===== config.mk =====
export PLATFORM = sky130hd
export DESIGN_NAME = pipe_collision_scorer
export DESIGN_NICKNAME = d
export VERILOG_FILES = /design/src/rtl/pipe_collision_scorer.sv
export SDC_FILE = /design/constraint.sdc
export NUM_CORES = 1
export LEC_CHECK = 0
export BUFFER_PORTS_ARGS = -buffer_cell sky130_fd_sc_hd__buf_2
export CAP_MARGIN = 5
export CORE_MARGIN = 3
export CORE_UTILIZATION = 50
export CTS_BUF_LIST = sky130_fd_sc_hd__clkbuf_16
export DETAILED_ROUTE_END_ITERATION = 16
export PLACE_DENSITY_LB_ADDON = 0.08
export SLEW_MARGIN = 15
export SYNTH_ARGS = -nofsm -noshare
export SYNTH_HDL_FRONTEND = slang
export SYNTH_SLANG_ARGS = --single-unit

===== constraint.sdc =====
create_clock -name Clk -period 2.9 [get_ports Clk]
set_input_delay 0.435 -clock Clk [delete_from_list [all_inputs] [get_ports Clk]]
set_output_delay 0.435 -clock Clk [all_outputs]
set_load 0.05 [all_outputs]

===== src/rtl/pipe_collision_scorer.sv =====
// Collision / pass scorer: registers pipe and bird positions, then judges
// pipe-body, ground and ceiling crashes and pipe passes, and runs the
// IDLE / PLAY / LOST game-over state machine.
module pipe_collision_scorer #(
    parameter int BIRD_X    = 160,
    parameter int BIRD_W    = 16,
    parameter int BIRD_H    = 16,
    parameter int PIPE_W    = 52,
    parameter int GAP_H     = 120,
    parameter int SCREEN_W  = 640,
    parameter int SCREEN_H  = 480,
    parameter int SCORE_MAX = 999
) (
    input  logic       Clk,
    input  logic       Reset,
    input  logic       Start,
    input  logic [9:0] PipePosX,
    input  logic [9:0] PipePosY,
    input  logic [9:0] BirdPosY,
    output logic       Lost,
    output logic [9:0] Score,
    output logic       ScoreTick
);
    typedef enum logic [1:0] {IDLE, PLAY, LOST} state_t;

    // 11-bit constants so X+PIPE_W (up to 1075) never wraps
    localparam logic [10:0] C_BIRD_X   = 11'(BIRD_X);
    localparam logic [10:0] C_BIRD_XR  = 11'(BIRD_X + BIRD_W);
    localparam logic [10:0] C_BIRD_H   = 11'(BIRD_H);
    localparam logic [10:0] C_PIPE_W   = 11'(PIPE_W);
    localparam logic [10:0] C_GAP_H    = 11'(GAP_H);
    localparam logic [10:0] C_SCREEN_W = 11'(SCREEN_W);
    localparam logic [10:0] C_SCREEN_H = 11'(SCREEN_H);
    localparam logic [9:0]  C_SCORE_MX = 10'(SCORE_MAX);

    state_t     state, state_nxt;
    logic [9:0] x1, py1, by1, prevx;
    logic       passed, passed_nxt;
    logic [9:0] score_nxt;
    logic       tick_nxt;

    logic [10:0] xe, pxr, bye, byb;
    logic        xov, ingap, hit, newp, pass;

    // Stage 1: sample positions; prevx keeps the previous sample for wrap detection
    always_ff @(posedge Clk) begin
        if (Reset) begin
            x1    <= '0;
            py1   <= '0;
            by1   <= '0;
            prevx <= 10'd1023;
        end else begin
            x1    <= PipePosX;
            py1   <= PipePosY;
            by1   <= BirdPosY;
            prevx <= x1;
        end
    end

    // Stage 2 geometry on the registered sample
    always_comb begin
        xe    = {1'b0, x1};
        pxr   = xe + C_PIPE_W;
        bye   = {1'b0, by1};
        byb   = bye + C_BIRD_H;
        xov   = (xe < C_SCREEN_W) && (xe < C_BIRD_XR) && (pxr > C_BIRD_X);
        ingap = (by1 >= py1) && (byb <= ({1'b0, py1} + C_GAP_H));
        hit   = (xov && !ingap) || (byb >= C_SCREEN_H) || (by1 == 10'd0);
        // X jumping upward means a fresh pipe (wrap to 1000 or idle 1023 load)
        newp  = (x1 > prevx);
        pass  = !passed && !newp && (pxr < C_BIRD_X);
    end

    // Next-state, score and pass-flag decisions
    always_comb begin
        state_nxt  = state;
        score_nxt  = Score;
        tick_nxt   = 1'b0;
        passed_nxt = newp ? 1'b0 : passed;
        case (state)
            IDLE: begin
                if (Start) begin
                    state_nxt  = PLAY;
                    score_nxt  = '0;
                    passed_nxt = 1'b0;
                end
            end
            PLAY: begin
                // Start drop wins over a crash; a crash wins over a pass
                if (!Start) begin
                    state_nxt = IDLE;
                end else if (hit) begin
                    state_nxt = LOST;
                end else if (pass) begin
                    passed_nxt = 1'b1;
                    tick_nxt   = 1'b1;
                    score_nxt  = (Score >= C_SCORE_MX) ? C_SCORE_MX : Score + 10'd1;
                end
            end
            LOST: begin
                if (!Start) state_nxt = IDLE;
            end
            default: state_nxt = IDLE;
        endcase
    end

    // Stage 2 state register
    always_ff @(posedge Clk) begin
        if (Reset) begin
            state     <= IDLE;
            Score     <= '0;
            ScoreTick <= 1'b0;
            passed    <= 1'b0;
        end else begin
            state     <= state_nxt;
            Score     <= score_nxt;
            ScoreTick <= tick_nxt;
            passed    <= passed_nxt;
        end
    end

    assign Lost = (state == LOST);

endmodule


==> impl_results.md <==
- Congestion Overflow GR: 0
- Post-synth EDFFs: 0
- Mapped Area: 2850 um^2
- Worst path buffer plus inverter count: 0
- Slowest stage cell, crit path: dfxtp_1
- Dominant synthesized flop cell: dfxtp_1
- Nets: 422
- Port-buffer cells: 44
- Die Y-Extent: 81.6 um
- Final setup violation count: 0
- Avg WL per Cell: 13.0 um
- R2R Path End: state[0]$_SDFFE_PP0P_
- Filler cells: 469
- Commonest non-fill, non-tap cells in the layout: 53 x dfxtp_1, 44 x buf_2, 35 x nor2b_1, 32 x ha_1, 28 x inv_1
- Global Route Usage Sum: 18.2%
- Clk sinks: 54
- Area delta synth->final: 15.4%
- Die area: 6650 um^2
- FF-to-FF path depth: 11
- Final core occ: 62.1%
- # hold bufs at CTS: 0
- Number of H-tree levels: 2
- Top Family by Delay on Critical Path: compound AO/OA/AOI/OAI gates
- 1st-iter DRT viols: 82
- Initial antenna violation count: 0
- Worst skew pair latency: 0.29 ns
- Pwr per Cell Area: 500 nW/um^2
- Final setup skew: 0.00535 ns
- Slowest stage delay, CP: 0.42 ns
- Number of global-route vias before repair: 2,124
- Largest net degree at the start of global routing: 44
- Post-DP HPWL: 4150 um
- CTS tree: built
- Critical-path maximum fanout: 5
- Max Transition Viols Final: 0
- Gates resized, CTS repair: 0
- Non-filler cells, final: 427
- CP Cell Sequence: ha_2 -> nand3_1 -> xnor2_2 -> ha_1 -> a21oi_1 -> nor2b_1 -> o21ai_0 -> o2111ai_1 -> a32oi_1 -> o21ai_1 -> a2111oi_1
- Layout cells sized above 1: 19.9%
- Fmax: 386 MHz
- Async SR Flop Fraction: 0%
- Reg2reg start: by1[5]$_SDFF_PP0_
- Drt pass-1 iters: 4
- Initial Util: 53.8%
- LEAKAGE: 1.53 nW
- Core area: 5300 um^2
- Post-synthesis mux area share: 1.05%
- Crit start category: flop
- Relative slew slack: 60.5%
- Worst path arrival time: 2.78 ns
- Post-route ant nets: 0
- Yosys cell types: 48
- Main combinational cell family by area after synthesis: simple AND/OR/NAND/NOR gates
- Peak supply drop: 395 uV
- Cell Rows: 26
- Chip width: 81.6 um
- Worst Hold End: py1[5]$_SDFF_PP0_
- Vias per cell: 5.33
- Most common cell after layout, fill and taps aside: dfxtp_1
- Adder-cell share of the synthesized area: 14.5%
- Critical Path End Type: flop
- Placer Congestion: 0.829
- Seq/Total Area, Yosys: 37.9%
- Placed Cells: 419
- Compound-Gate Fraction of Synth Area: 14.8%
- Hold wc startpoint: PipePosY[5]
- Clk slew on worst S/H paths: 0.07 ns
- Clock root buffer: clkbuf_16
- Final WL: 5570 um
- # DRC: 0
- MaxCap Viol Count: 0
- Crit path kind: reg2reg
- Via count: 2,277
- First-pass GRT wire length: 9450 um
- Reg2reg setup slack: 0.31 ns
- Syn nets: 378
- Inserted Clock Buffers: 5
- Synthesis Warnings: 0
- Final hold vios: 0
- Cells after synthesis: 312
- ANT cells: 0
- Post-CTS Setup Inserts: 0
- Status: completed
- Post-synthesis xor/xnor area fraction: 2.76%
- Hold Path Class: in2reg
- Final period util: 89.4%
- Crit path time final: 2.59 ns
- Worst hold stages: 2
- Synth Area per Inst: 9.15 um^2
- Clock buffer depth: 2
- Worst Tran Pin Value: 0.587 ns
- Worst path required time: 3.09 ns
- Number of I/O pins: 45
- Simple-Gate Fraction of Synth Area: 24.0%
- Flops & latches, synth: 54
layer usage:
metal	share of wire, %	vias up	global-route usage [%]
li1	-	1186	-
met1	51	1038	24.9
met2	43	49	27.9
met3	4.7	4	5.15
met4	0.72	0	4.73
met5	0	-	0
logic make-up after synthesis:
| logic type | after synthesis |
|---|---|
| adders and majority gates | 33 |
| xor gates and xnor gates | 9 |
| AOI/OAI and AO/OA | 58 |
| and+or+nand+nor | 119 |
| DFF | 54 |
| muxes | 3 |
| buffers and inverters | 36 |
where the power goes:
part | total (W) | internal (W) | switching (W)
Sequential | 0.000802 | 0.000775 | 0.0000268
Combinational | 0.000236 | 0.000111 | 0.000125
Clock | 0.000610 | 0.000328 | 0.000282
Total | 0.00165 | 0.00121 | 0.000434
synthesized netlist by cell type (2+ instances only):
library cell	count	area share (%)
mux2i_1	3	1.1
inv_1	28	3.7
dfxtp_1	54	38
nor3_1	6	1.1
nand2_1	11	1.4
o211ai_1	2	0.53
a211oi_1	2	0.53
nand3_1	8	1.4
o21ai_1	2	0.35
nor2b_1	35	7.7
nor4_1	2	0.44
or2_2	9	2.0
and4_1	3	0.92
o21a_1	3	0.79
a31oi_1	5	1.1
nor2_1	17	2.2
a41o_1	2	0.70
o221a_1	4	1.6
a21oi_1	17	3.0
clkbuf_1	7	0.92
xnor2_1	8	2.5
a21o_1	2	0.53
o21ai_0	7	1.2
and3_1	9	2.0
nand2b_1	3	0.66
nand4_1	9	2.0
ha_1	33	14
through the flow:
stage	TNS, ns	power (W)	cell area [um^2]	hold WS (ns)	setup slack (ns)
floorplan	0	0.000990	2850	0.407	0.478
global placement	0	0.00105	3130	0.434	0.331
detailed placement	0	0.00105	3130	0.440	0.256
CTS	0	0.00167	3280	0.342	0.237
global route	-0.0629	0.00174	3290	0.346	-0.0629
finish	0	0.00165	3290	0.345	0.308
flip-flops by register name (all words and copies together) (netlist names):
name and count:
Score 10, by1 10, prevx 10, py1 10, x1 10, state 2
ScoreTick 1, passed 1
cell type report:
cell class / count / area [um^2] / area share [%]
well taps: 70 / 87.6 / 2.66
inverters: 28 / 105 / 3.19
repair buffers: 45 / 228 / 6.91
multi-input cells: 222 / 1640 / 49.8
clock inverters: 3 / 26.3 / 0.798
clock buffers: 5 / 125 / 3.80
flip-flops and latches: 54 / 1080 / 32.9
how the worst max path moves through the flow:
stage	startpoint	to	cells after the start
floorplan	by1[4]$_SDFF_PP0_	state[0]$_SDFFE_PP0P_	11
global placement	by1[4]$_SDFF_PP0_	state[0]$_SDFFE_PP0P_	11
detailed placement	by1[4]$_SDFF_PP0_	state[0]$_SDFFE_PP0P_	11
CTS	by1[4]$_SDFF_PP0_	state[0]$_SDFFE_PP0P_	11
global route	by1[5]$_SDFF_PP0_	state[0]$_SDFFE_PP0P_	11
finish	by1[5]$_SDFF_PP0_	state[0]$_SDFFE_PP0P_	11
Note: power is estimated with default switching activity, not from simulation.
